File: config.mk
export PLATFORM = sky130hd
export DESIGN_NAME = uart_rx_ctrl_flat
export DESIGN_NICKNAME = d
export VERILOG_FILES = /design/src/rtl/uart_pkg.sv /design/src/rtl/uart_rx_ctrl_if.sv /design/src/rtl/bit_sync.sv /design/src/rtl/uart_rx_ctrl.sv /design/src/flat_wrapper.sv
export SDC_FILE = /design/constraint.sdc
export NUM_CORES = 1
export LEC_CHECK = 0
export ABC_AREA = 1
export ABC_CLOCK_PERIOD_IN_PS = 4700
export BUFFER_PORTS_ARGS = -buffer_cell sky130_fd_sc_hd__buf_2
export CAP_MARGIN = 20
export CORE_ASPECT_RATIO = 0.9
export CORE_MARGIN = 4
export CORE_UTILIZATION = 60
export CTS_CLUSTER_DIAMETER = 60
export DETAILED_ROUTE_END_ITERATION = 6
export PLACE_DENSITY_LB_ADDON = 0.12
export SLEW_MARGIN = 5
export SYNTH_ARGS = -nofsm -noshare
export SYNTH_HDL_FRONTEND = slang
export SYNTH_SLANG_ARGS = --single-unit
File: constraint.sdc
create_clock -name clk -period 4.7 [get_ports clk]
set_clock_uncertainty 0.2 [all_clocks]
set_input_delay 0.47 -clock clk [delete_from_list [all_inputs] [get_ports clk]]
set_output_delay 0.47 -clock clk [all_outputs]
set_load 0.01 [all_outputs]
File: src/rtl/uart_pkg.sv
// Shared UART definitions: controller state encoding and default framing parameters.
package uart_pkg;

  localparam int unsigned CLKS_PER_BIT_DEFAULT = 434;
  localparam int unsigned DATA_BITS_DEFAULT    = 8;

  typedef enum logic [2:0] {
    StIdle,
    StStart,
    StData,
    StStop,
    StBreak
  } uart_state_e;

endpackage

File: src/rtl/uart_rx_ctrl_if.sv
// Serial line plus shift-register drive and status strobes of the UART receive controller.
interface uart_rx_ctrl_if;

  logic rx;
  logic bit_out;
  logic shift_en;
  logic rx_done;
  logic frame_err;
  logic busy;

  modport master (
    input  rx,
    output bit_out,
    output shift_en,
    output rx_done,
    output frame_err,
    output busy
  );

  modport slave (
    output rx,
    input  bit_out,
    input  shift_en,
    input  rx_done,
    input  frame_err,
    input  busy
  );

endinterface

File: src/rtl/bit_sync.sv
// Two-flop synchronizer for a single asynchronous input; resets to 1 (idle level).
module bit_sync (
  input  logic clk,
  input  logic rst,
  input  logic d_i,
  output logic q_o
);

  logic [1:0] sync_d, sync_q;

  always_comb begin
    sync_d = {sync_q[0], d_i};
  end

  always_ff @(posedge clk or posedge rst) begin
    if (rst) begin
      sync_q <= 2'b11;
    end else begin
      sync_q <= sync_d;
    end
  end

  assign q_o = sync_q[1];

endmodule

File: src/rtl/uart_rx_ctrl.sv
// UART receive controller: validates start/stop bits and emits one bit_out/shift_en pair per
// data bit to an external right-shift register; rx_done / frame_err close each frame.
module uart_rx_ctrl
  import uart_pkg::*;
#(
  parameter int unsigned CLKS_PER_BIT = CLKS_PER_BIT_DEFAULT,
  parameter int unsigned DATA_BITS    = DATA_BITS_DEFAULT
) (
  input logic            clk,
  input logic            rst,
  uart_rx_ctrl_if.master rx_bus
);

  localparam int unsigned BaudW = $clog2(CLKS_PER_BIT);
  localparam int unsigned BitW  = $clog2(DATA_BITS + 1);

  localparam logic [BaudW-1:0] BaudHalf = BaudW'(CLKS_PER_BIT / 2 - 1);
  localparam logic [BaudW-1:0] BaudLast = BaudW'(CLKS_PER_BIT - 1);
  localparam logic [BitW-1:0]  BitLast  = BitW'(DATA_BITS - 1);

  logic rxs;

  uart_state_e      state_d, state_q;
  logic [BaudW-1:0] baud_cnt_d, baud_cnt_q;
  logic [BitW-1:0]  bit_cnt_d, bit_cnt_q;
  logic             bit_out_d, bit_out_q;
  logic             shift_en_d, shift_en_q;
  logic             rx_done_d, rx_done_q;
  logic             frame_err_d, frame_err_q;
  logic             busy_d, busy_q;

  bit_sync u_rx_sync (
    .clk (clk),
    .rst (rst),
    .d_i (rx_bus.rx),
    .q_o (rxs)
  );

  always_comb begin
    state_d     = state_q;
    baud_cnt_d  = baud_cnt_q + BaudW'(1);
    bit_cnt_d   = bit_cnt_q;
    bit_out_d   = bit_out_q;
    shift_en_d  = 1'b0;
    rx_done_d   = 1'b0;
    frame_err_d = 1'b0;

    unique case (state_q)
      StIdle: begin
        baud_cnt_d = '0;
        if (!rxs) begin
          state_d   = StStart;
          bit_cnt_d = '0;
        end
      end
      StStart: begin
        // Mid start bit: a line that has already returned high was only a glitch.
        if (baud_cnt_q == BaudHalf) begin
          baud_cnt_d = '0;
          state_d    = rxs ? StIdle : StData;
        end
      end
      StData: begin
        if (baud_cnt_q == BaudLast) begin
          baud_cnt_d = '0;
          bit_out_d  = rxs;
          shift_en_d = 1'b1;
          if (bit_cnt_q == BitLast) begin
            bit_cnt_d = '0;
            state_d   = StStop;
          end else begin
            bit_cnt_d = bit_cnt_q + BitW'(1);
          end
        end
      end
      StStop: begin
        if (baud_cnt_q == BaudLast) begin
          baud_cnt_d = '0;
          if (rxs) begin
            rx_done_d = 1'b1;
            state_d   = StIdle;
          end else begin
            frame_err_d = 1'b1;
            state_d     = StBreak;
          end
        end
      end
      StBreak: begin
        // Stuck-low line must rise before a new start bit is believed.
        baud_cnt_d = '0;
        if (rxs) begin
          state_d = StIdle;
        end
      end
      default: begin
        baud_cnt_d = '0;
        bit_cnt_d  = '0;
        state_d    = StIdle;
      end
    endcase

    busy_d = (state_d != StIdle);
  end

  always_ff @(posedge clk or posedge rst) begin
    if (rst) begin
      state_q     <= StIdle;
      baud_cnt_q  <= '0;
      bit_cnt_q   <= '0;
      bit_out_q   <= 1'b0;
      shift_en_q  <= 1'b0;
      rx_done_q   <= 1'b0;
      frame_err_q <= 1'b0;
      busy_q      <= 1'b0;
    end else begin
      state_q     <= state_d;
      baud_cnt_q  <= baud_cnt_d;
      bit_cnt_q   <= bit_cnt_d;
      bit_out_q   <= bit_out_d;
      shift_en_q  <= shift_en_d;
      rx_done_q   <= rx_done_d;
      frame_err_q <= frame_err_d;
      busy_q      <= busy_d;
    end
  end

  assign rx_bus.bit_out   = bit_out_q;
  assign rx_bus.shift_en  = shift_en_q;
  assign rx_bus.rx_done   = rx_done_q;
  assign rx_bus.frame_err = frame_err_q;
  assign rx_bus.busy      = busy_q;

endmodule

File: src/flat_wrapper.sv
// flat-port wrapper written by rule: the top's interface ports become plain ports
module uart_rx_ctrl_flat import uart_pkg::*;
#(
  parameter int unsigned CLKS_PER_BIT = CLKS_PER_BIT_DEFAULT,
  parameter int unsigned DATA_BITS    = DATA_BITS_DEFAULT
)
  (clk, rst, rx_bus_rx, rx_bus_bit_out, rx_bus_shift_en, rx_bus_rx_done, rx_bus_frame_err, rx_bus_busy);
  uart_rx_ctrl_if rx_bus_i ();
  input logic clk;
  input logic rst;
  input wire logic [$bits(rx_bus_i.rx)-1:0] rx_bus_rx;
  output wire logic [$bits(rx_bus_i.bit_out)-1:0] rx_bus_bit_out;
  output wire logic [$bits(rx_bus_i.shift_en)-1:0] rx_bus_shift_en;
  output wire logic [$bits(rx_bus_i.rx_done)-1:0] rx_bus_rx_done;
  output wire logic [$bits(rx_bus_i.frame_err)-1:0] rx_bus_frame_err;
  output wire logic [$bits(rx_bus_i.busy)-1:0] rx_bus_busy;
  assign rx_bus_i.rx = rx_bus_rx;
  assign rx_bus_bit_out = rx_bus_i.bit_out;
  assign rx_bus_shift_en = rx_bus_i.shift_en;
  assign rx_bus_rx_done = rx_bus_i.rx_done;
  assign rx_bus_frame_err = rx_bus_i.frame_err;
  assign rx_bus_busy = rx_bus_i.busy;
  uart_rx_ctrl #(.CLKS_PER_BIT(CLKS_PER_BIT), .DATA_BITS(DATA_BITS)) u_core (.clk(clk), .rst(rst), .rx_bus(rx_bus_i));
endmodule
==> impl_metrics.ini, run 1 <==
[worst_setup_path]
crit_chain = inv_1 > ha_1 > nand2_1 > nor2_1 > nand2_1 > nand2_2 > nand2_2 > nor2_4 > nor2_1
worstPathArrival_ns = 1.72
critical_path_class = flop to flop
crit_path_end_kind = flop
critPathMaxStageDelay_ns = 0.41
required_ns = 4.70
crit_path_start_kind = flop
crit_path_top_delay_cell = dfrtp_1
cp_top_family = simple AND/OR/NAND/NOR gates
crit_fanout = 9
path_buf_inv = 1

[clock_tree]
cts_resized = 0
tritoncts = yes
cts_hold_buffers = 0
clock_path_buffers = 2
clk-insertion-delay-late_ns = 0.32
numClockSinks = 23
cts_buffers = 3
htree_levels = 1
path_clk_slew_ns = 0.11
cts-root-buf = clkbuf_4
cts_setup_buffers = 0

[final_layout]
ff_latch_area_um2 = 578
layout_common_cells = nand2_1, nor2_1, inv_1, dfrtp_1, nand3_1
fin_nets = 163
area_growth_pct = 7.97
drive_above_1_share_pct = 12.3
fin_area_mm2 = 0.00125
utilization_pct = 71.6
n_fill_cell = 145
antenna_cells = 0
multi_input_area_um2 = 504
stdcell_count = 179

[synthesis]
synthTopCellsByArea = dfrtp_1, nand2_1, nor2_1
synth-seq-area-share_pct = 49.8
synth_top_area_share_pct = 45.3
synth_area_leader_cell = dfrtp_1
synthCells = 144
yosys_warnings = 0
synth_xor_area_share_pct = 5.28
ys_seq_elements = 23
synth-simple-area-share_pct = 28.4
synth_compound_area_share_pct = 5.39
syn_area_mm2 = 0.00116
synth_mux_area_share_pct = 0
synthAdderAreaFrac_pct = 4.31
ys.flop_type = dfrtp_1
syn_area_per_cell_um2 = 8.06
synth-edff-count = 0
syn_nets = 151
ys_async_sr_fraction_pct = 100
synth_top_family_by_area = simple AND/OR/NAND/NOR gates
yosysUniqueCellTypes = 19

[timing]
tns_ns = 0
relSlewSlack_pct = 44.5
grt_setup_unrepaired = false
setup_viol = 0
period_needed_ns = 1.71
worstMarginPinSlew_ns = 0.831
holdWs_ns = 0.0454
max_freq_ghz = 0.584
hold_viol = 0
period_share_pct = 36.5
drv_slew = 0
layout_setup_ws_ns = 2.99

[run_status]
status = finished clean

[power_and_ir_drop]
p_per_area_mw_per_mm2 = 236
cellLeakagePower_nw = 0.637
totalPowerFinal_mw = 0.296
vdd_drop_max_uv = 200

[global_route]
grt_antenna_before_repair = 0
grt_max_degree = 24
grtUsageTotal_pct = 18.9
grt_pass1_wl_um = 3750
grt_pass1_vias = 886
grt.overflow.total = 0

[floorplan]
io_pins = 8
core_area_mm2 = 0.00175
dieArea_mm2 = 0.00270
num_rows = 14
initial_core_util_pct = 66.3
die_w_um = 54.4
die_h_um = 49.7

[detailed_routing]
routed_wl_um = 2100
firstDrtPassIters = 4
ant_nets = 0
vias = 915
viasPerCell = 5.11
drc = 0
drtIter0Drc = 46
avgRoutedWirePerCell_um = 11.7

[place]
hpwl_um = 1600
routabilityCongestion = 0.810
io_buffer_count = 7
place_inst = 175
dpl-instance-area_mm2 = 0.00123
place_ws_ns = 3.00

[run]
max-cap-violations = 0

[worst_hold_path]
hold_class = input port to flop
==> kinds of logic after synthesis <==
group	Yosys count
AND/OR/NAND/NOR	79
adder cells (fa/ha/maj)	4
AO/OA/AOI/OAI	10
flip-flops	23
XOR/XNOR	7
buffers and inverters	21
==> sequential cells by signal (all words and copies together), names as in the netlist <==
name and count:
u_core.rx_bus.shift_en 1, u_core.bit_cnt_q 4, u_core.state_q 3, u_core.rx_bus.frame_err 1, u_core.u_rx_sync.sync_q 2, u_core.baud_cnt_q 9
u_core.rx_bus.bit_out 1, u_core.rx_bus.rx_done 1, u_core.rx_bus.busy 1
==> path summary, 6_finish.rpt <==
check                                           startpoint                          to  slack [ns]  cells after the start
worst min register to register  u_core.u_rx_sync.sync_q[0]  u_core.u_rx_sync.sync_q[1]        0.16                      0
min in group asynchronous                              rst        u_core.baud_cnt_q[5]        0.09                      2
worst max-delay path                  u_core.baud_cnt_q[1]        u_core.baud_cnt_q[0]        2.99                      9
worst max register to register        u_core.baud_cnt_q[1]        u_core.baud_cnt_q[0]        2.99                      9
worst min-delay path                             rx_bus_rx  u_core.u_rx_sync.sync_q[0]        0.05                      1
max in group asynchronous                              rst         u_core.bit_cnt_q[1]        3.68                      2
==> cells in the mapped netlist, types with 2 or more instances <==
library cell and count:
dfrtp_1 21, dfstp_2 2, ha_1 4, inv_1 21, nand2_1 31, nand2_2 2, nand3_1 9, nand4_1 2
nor2_1 31, nor3_1 2, o21ai_0 6, xor2_1 6
==> layout make-up <==
class,count,share of cell area [%]
Clock buffer,3,1.80
Clock inverter,1,0.399
Inverter,21,6.29
Multi-Input combinational cell,100,40.2
Sequential cell,23,46.1
Tap cell,24,2.40
Timing Repair Buffer,7,2.79
==> worst reg2reg max path, cell delays in order, from the launching register on <==
cell and delay, ns:
dfrtp_1 0.41, inv_1 0.08, ha_1 0.13, nand2_1 0.06, nor2_1 0.19, nand2_1 0.11
nand2_2 0.09, nand2_2 0.08, nor2_4 0.20, nor2_1 0.07
==> power breakdown <==
part | internal, mW | switching [mW] | leakage (nW)
registers | 0.199 | 0.000610 | 0.294
clock network | 0.0319 | 0.0585 | 0.0177
logic | 0.000905 | 0.00453 | 0.325
total | 0.232 | 0.0637 | 0.637
==> layer usage <==
metal  vias up  global-route usage (%)  wire, µm
li1        462                       -         -
met3         8                    6.93       109
met2        29                    30.5      1010
met1       416                    23.4       952
met4         0                    4.56        26
met5         -                       0         0
Power figures use the tool's default switching activity.
==> inputs of run 2 (changes only) <==
--- a/config.mk
+++ b/config.mk
@@ -6,12 +6,12 @@
 export NUM_CORES = 1
 export LEC_CHECK = 0
 export ABC_AREA = 1
-export ABC_CLOCK_PERIOD_IN_PS = 4700
+export ABC_CLOCK_PERIOD_IN_PS = 1600
 export BUFFER_PORTS_ARGS = -buffer_cell sky130_fd_sc_hd__buf_2
 export CAP_MARGIN = 20
 export CORE_ASPECT_RATIO = 0.9
 export CORE_MARGIN = 4
-export CORE_UTILIZATION = 60
+export CORE_UTILIZATION = 58
 export CTS_CLUSTER_DIAMETER = 60
 export DETAILED_ROUTE_END_ITERATION = 6
 export PLACE_DENSITY_LB_ADDON = 0.12
==> constraint.sdc (replaced) <==
create_clock -name clk -period 1.6 [get_ports clk]
set_clock_uncertainty 0.2 [all_clocks]
set_input_delay 0.16 -clock clk [delete_from_list [all_inputs] [get_ports clk]]
set_output_delay 0.16 -clock clk [all_outputs]
set_load 0.01 [all_outputs]
==> run 2 against run 1 <==
Effect of this change: the run now ends with setup timing left; sequential share of layout area shrank 4.7 points; sequential cell count is the same; routed wire length grew 7.5%; hold slack gained 0.12 ns; combinational power grew to 4.0 times the previous value; power grew to 3.0 times the previous value; first-iteration DRC count shrank 48%; largest power group unchanged.
==> impl_metrics.ini, run 2 (synthesis results as in run 1) <==
[global_route]
grt_pass1_wl_um = 3930
grt.overflow.total = 0
grt_busiest_layer = met2
grt_pass1_vias = 920
grt_util_met1_pct = 26.4
grt_max_degree = 24
met2_usage_pct = 30.1
grtUsageMet3_pct = 2.67
grtUsageTotal_pct = 19.2
grt_antenna_before_repair = 0

[final_layout]
multi_input_area_um2 = 592
largest_register_ffs = 9
antenna_cells = 0
layout_commonest_cell = nand2_1
area_growth_pct = 20.8
top_regs = u_core.baud_cnt_q: 9 flops, u_core.bit_cnt_q: 4 flops, u_core.state_q: 3 flops
fin_nets = 171
largest_register = u_core.baud_cnt_q
drive_above_1_share_pct = 27.0
fin_area_mm2 = 0.00140
layout_common_cells = nand2_1, nor2_1, dfrtp_1
n_fill_cell = 152
ff_latch_area_um2 = 581

[worst_setup_path]
crit_path_end_kind = flop
crit_fanout = 5
worstPathArrival_ns = 1.65
critical_path_class = flop to flop
crit_path_start_kind = flop
required_ns = 1.61

[floorplan]
num_rows = 15
initial_core_util_pct = 60.7
dieArea_mm2 = 0.00278
die_w_um = 55.2
io_pins = 8
core_area_mm2 = 0.00191
die_h_um = 50.4

[power_and_ir_drop]
switching_share_pct = 21.9
p_int_mw = 0.687
p_per_area_mw_per_mm2 = 627
p_comb_share_pct = 2.5
pwr-share-clk_pct = 30.7
p_sw_mw = 0.193
vdd_drop_max_uv = 456
seqPwrFrac_pct = 66.8
cellLeakagePower_nw = 0.697

[timing]
period_needed_ns = 1.64
setup_viol = 5
relSlewSlack_pct = 77.4
layout_setup_ws_ns = -0.0356
grt_setup_unrepaired = true
worstMarginPinSlew_ns = 0.338
period_share_pct = 102
drv_slew = 0
tns_ns = -0.155
max_freq_ghz = 0.611
hold_viol = 0

[clock_tree]
cts-root-buf = clkbuf_4
cts_setup_buffers = 0
cts_buffers = 3
clock_path_buffers = 2
numClockSinks = 23
htree_levels = 1
path_clk_slew_ns = 0.13
tritoncts = yes
clk-insertion-delay-late_ns = 0.31

[detailed_routing]
ant_nets = 0
vias = 971
firstDrtPassIters = 4
drc = 0
routed_wl_um = 2260
viasPerCell = 5.16
avgRoutedWirePerCell_um = 12.0
drtIter0Drc = 24

[run_status]
status = finished with violations
violations = setup timing

[worst_hold_path]
hold_class = flop to flop

[run]
max-cap-violations = 0

[place]
routabilityCongestion = 0.844
hpwl_um = 1540
dpl-instance-area_mm2 = 0.00126
io_buffer_count = 7
## run 2: cell types whose count changed in the layout (fill, tap and decap cells not counted), sizes merged
cell         previous run  this run
buf                     7        12
dlygate4sd3             0         2
nor2                   33        34
## run 2: worst max-delay path: stages, from the launching register on
cell	delay [ns]
dfrtp_2	0.47
inv_2	0.06
ha_1	0.14
nand2_1	0.05
inv_1	0.06
nand2_2	0.06
o21ai_2	0.16
nand2_4	0.10
nor2_4	0.17
nor2_1	0.06
## run 2: final timing paths
| check | from | endpoint | slack [ns] | cells after the start |
|---|---|---|---|---|
| setup / recovery | u_core.baud_cnt_q[0] | u_core.baud_cnt_q[1] | -0.04 | 9 |
| hold / removal | u_core.u_rx_sync.sync_q[0] | u_core.u_rx_sync.sync_q[1] | 0.17 | 0 |
| setup reg to reg | u_core.baud_cnt_q[0] | u_core.baud_cnt_q[1] | -0.04 | 9 |
| hold reg to reg | u_core.u_rx_sync.sync_q[0] | u_core.u_rx_sync.sync_q[1] | 0.17 | 0 |
| max in group asynchronous | rst | u_core.u_rx_sync.sync_q[1] | 0.71 | 4 |
| min in group asynchronous | rst | u_core.baud_cnt_q[1] | 0.21 | 4 |
## run 2: area by class of cell
| cell class | instances | share of cell area [%] |
|---|---|---|
| multi-input combinational | 101 | 42.2 |
| sequential | 23 | 41.4 |
| timing repair buffer | 14 | 6.60 |
| inverter | 21 | 5.62 |
| tap | 25 | 2.23 |
| clock buffer | 3 | 1.61 |
| clock inverter | 1 | 0.357 |
## run 2: routing by layer
layer | share of wire [%] | vias to the layer above
li1 | - | 481
met1 | 43 | 460
met2 | 49 | 22
met3 | 4.2 | 8
met4 | 3.7 | 0
met5 | 0 | -
## run 2: per-stage QoR
stage | utilization, % | power [mW] | worst slack (ns) | cells | hold slack, ns
finish | 73.3 | 0.879 | -0.0356 | 188 | 0.167
global route | 73.3 | 0.926 | -0.135 | 188 | 0.170
CTS | 70.7 | 0.885 | -0.0232 | 188 | 0.168
detailed placement | 66.1 | 0.618 | -0.0746 | 181 | 0.0289
global placement | 66.1 | 0.617 | -0.0539 | 181 | 0.00730
floorplan | - | 0.609 | 0.106 | 144 | -0.0396
## run 2: repair_timing
item / 4_1_cts / 5_1_grt
endpoints found under the setup margin: 16 / 16
hold buffers: 2 / 0
endpoints found under the hold margin: 24 / 0
cloned: 1 / 0
gates resized for setup: 9 / 22
pin swaps: 5 / 8
## run 2: power groups by stage
| stage | clock [mW] | sequential (mW) | combinational [mW] |
|---|---|---|---|
| after detailed placement | 0 | 0.599 | 0.0191 |
| after global placement | 0 | 0.599 | 0.0181 |
| after CTS | 0.274 | 0.588 | 0.0228 |
| after floorplan | 0 | 0.598 | 0.0109 |
| after global routing | 0.312 | 0.588 | 0.0261 |
| final | 0.270 | 0.588 | 0.0216 |
==> inputs of run 3 (changes only) <==
--- a/config.mk
+++ b/config.mk
@@ -14,6 +14,7 @@
 export CORE_UTILIZATION = 58
 export CTS_CLUSTER_DIAMETER = 60
 export DETAILED_ROUTE_END_ITERATION = 6
+export GPL_TIMING_DRIVEN = 0
 export PLACE_DENSITY_LB_ADDON = 0.12
 export SLEW_MARGIN = 5
 export SYNTH_ARGS = -nofsm -noshare
==> run 3 against run 2 <==
Effect of this change: the flow still finishes with violations (setup timing); worst setup slack lost 0.0057 ns; register-to-register slack is essentially flat; via count shrank 2.5%; design area decreased by 0.18%; critical path depth did not move; power shrank 0.29%; sequential power hardly changed; critical path type unchanged; largest cell class unchanged.
==> impl_metrics.ini, run 3 (synthesis results as in run 1) <==
[worst_setup_path]
crit_chain = inv_2 > ha_2 > nand2_2 > inv_2 > nand2_2 > o21ai_2 > nand2_4 > nor2_4 > nor2_1
reg2reg_to = u_core.baud_cnt_q[7]
worstPathArrival_ns = 1.65
crit_path_top_delay_cell = dfrtp_2
crit_path_start_kind = flop
crit_path_end_kind = flop
path_buf_inv = 2
required_ns = 1.61
ff2ff_path_depth = 9
critical_path_class = flop to flop
r2r-start = u_core.baud_cnt_q[0]
rrSetupSlack_ns = -0.04
critPathMaxStageDelay_ns = 0.47
cp_top_family = flip-flops
crit_fanout = 5

[place]
hpwl_um = 1490
routabilityCongestion = 0.870
place_inst = 176
io_buffer_count = 7

[timing]
worstMarginPinSlew_ns = 0.853
period_needed_ns = 1.64
drv_slew = 0
setup_viol = 10
grt_setup_unrepaired = true
max_freq_ghz = 0.609
layout_setup_ws_ns = -0.0413
relSlewSlack_pct = 43.1
hold_viol = 0
period_share_pct = 103

[clock_tree]
cts_buffers = 3
clk-insertion-delay-late_ns = 0.31
numClockSinks = 23
clock_path_buffers = 2
path_clk_slew_ns = 0.12
cts-root-buf = clkbuf_4
tritoncts = yes
htree_levels = 1

[power_and_ir_drop]
vdd_drop_max_uv = 361
p_per_area_mw_per_mm2 = 626
totalPowerFinal_mw = 0.877
cellLeakagePower_nw = 0.679

[final_layout]
fin_nets = 169
top_regs = u_core.baud_cnt_q: 9 flops, u_core.bit_cnt_q: 4 flops, u_core.state_q: 3 flops
antenna_cells = 0
largest_register_ffs = 9
n_fill_cell = 149
layout_commonest_cell = nor2_1
largest_register = u_core.baud_cnt_q
area_growth_pct = 20.6
layout_common_cells = nor2_1, nand2_1, dfrtp_1
stdcell_count = 186
drive_above_1_share_pct = 26.1

[worst_hold_path]
worstHoldStart = u_core.u_rx_sync.sync_q[0]
hold_depth = 0
hold_class = flop to flop
min_to = u_core.u_rx_sync.sync_q[1]

[detailed_routing]
firstDrtPassIters = 4
drtIter0Drc = 22
routed_wl_um = 2250
drc = 0
vias = 947
viasPerCell = 5.09
avgRoutedWirePerCell_um = 12.1
ant_nets = 0

[floorplan]
dieArea_mm2 = 0.00278
core_area_mm2 = 0.00191
die_h_um = 50.4
io_pins = 8
initial_core_util_pct = 60.7
die_w_um = 55.2
num_rows = 15

[global_route]
grt_pass1_vias = 928
grt.overflow.total = 0
grt_pass1_wl_um = 3990
grt_max_degree = 24
grt_antenna_before_repair = 0
grtUsageTotal_pct = 19.6

[run_status]
status = finished with violations
violations = setup timing

[run]
max-cap-violations = 0
==> run 3: cell type report <==
| type | count | area, µm² | share of cell area, % |
|---|---|---|---|
| flip-flops and latches | 23 | 581 | 41.5 |
| repair buffers | 12 | 77.6 | 5.54 |
| inverters | 21 | 78.8 | 5.63 |
| clock buffers | 3 | 22.5 | 1.61 |
| clock inverters | 1 | 5.00 | 0.357 |
| well taps | 25 | 31.3 | 2.23 |
| multi-input cells | 101 | 604 | 43.2 |
==> run 3: worst reg2reg max path, cell delays in order (launching register included) <==
cell	delay, ns
dfrtp_2	0.47
inv_2	0.06
ha_2	0.16
nand2_2	0.04
inv_2	0.05
nand2_2	0.05
o21ai_2	0.17
nand2_4	0.11
nor2_4	0.16
nor2_1	0.06
==> run 3: per-stage QoR <==
| stage | util (%) | hold WS [ns] | instance area (µm²) | worst slack, ns | setup TNS [ns] |
|---|---|---|---|---|---|
| after floorplan | - | -0.0396 | 1160 | 0.106 | 0 |
| after global placement | 64.1 | 0.0655 | 1230 | -0.0710 | -0.613 |
| after detailed placement | 64.1 | 0.0673 | 1230 | -0.0991 | -0.936 |
| after CTS | 69.5 | 0.176 | 1330 | -0.0253 | -0.126 |
| after global routing | 73.1 | 0.179 | 1400 | -0.163 | -1.80 |
| final | 73.1 | 0.179 | 1400 | -0.0413 | -0.268 |
==> run 3: repair_timing <==
action / 4_1_cts / 5_1_grt
cloned: 1 / 0
buffers inserted: 2 / 1
pin swaps: 5 / 8
endpoints found under the setup margin: 16 / 17
hold endpoints to repair: 22 / 0
gates resized for setup: 8 / 25
hold buffers: 2 / 0
==> run 3: per-layer routing <==
metal	GRT usage [%]	part of all wire [%]
met5	0	0
met4	6.07	2.2
met3	2.67	3.2
met2	30.7	50
met1	27.7	45
==> run 3: report_power, final <==
group / total, mW / internal [mW] / switching, mW
clock network: 0.269 / 0.0934 / 0.175
registers: 0.588 / 0.586 / 0.00229
logic: 0.0197 / 0.00584 / 0.0139
total: 0.877 / 0.685 / 0.192
==> run 3: how the worst max path moves through the flow <==
stage	start	end	slack (ns)	cells past startpoint
final	u_core.baud_cnt_q[0]	u_core.baud_cnt_q[7]	-0.04	9
after floorplan	u_core.baud_cnt_q[1]	u_core.baud_cnt_q[0]	0.11	9
after CTS	u_core.baud_cnt_q[1]	u_core.baud_cnt_q[0]	-0.03	9
after global routing	u_core.baud_cnt_q[0]	u_core.baud_cnt_q[0]	-0.16	9
after global placement	u_core.baud_cnt_q[1]	u_core.baud_cnt_q[0]	-0.07	9
after detailed placement	u_core.baud_cnt_q[1]	u_core.baud_cnt_q[0]	-0.1	9
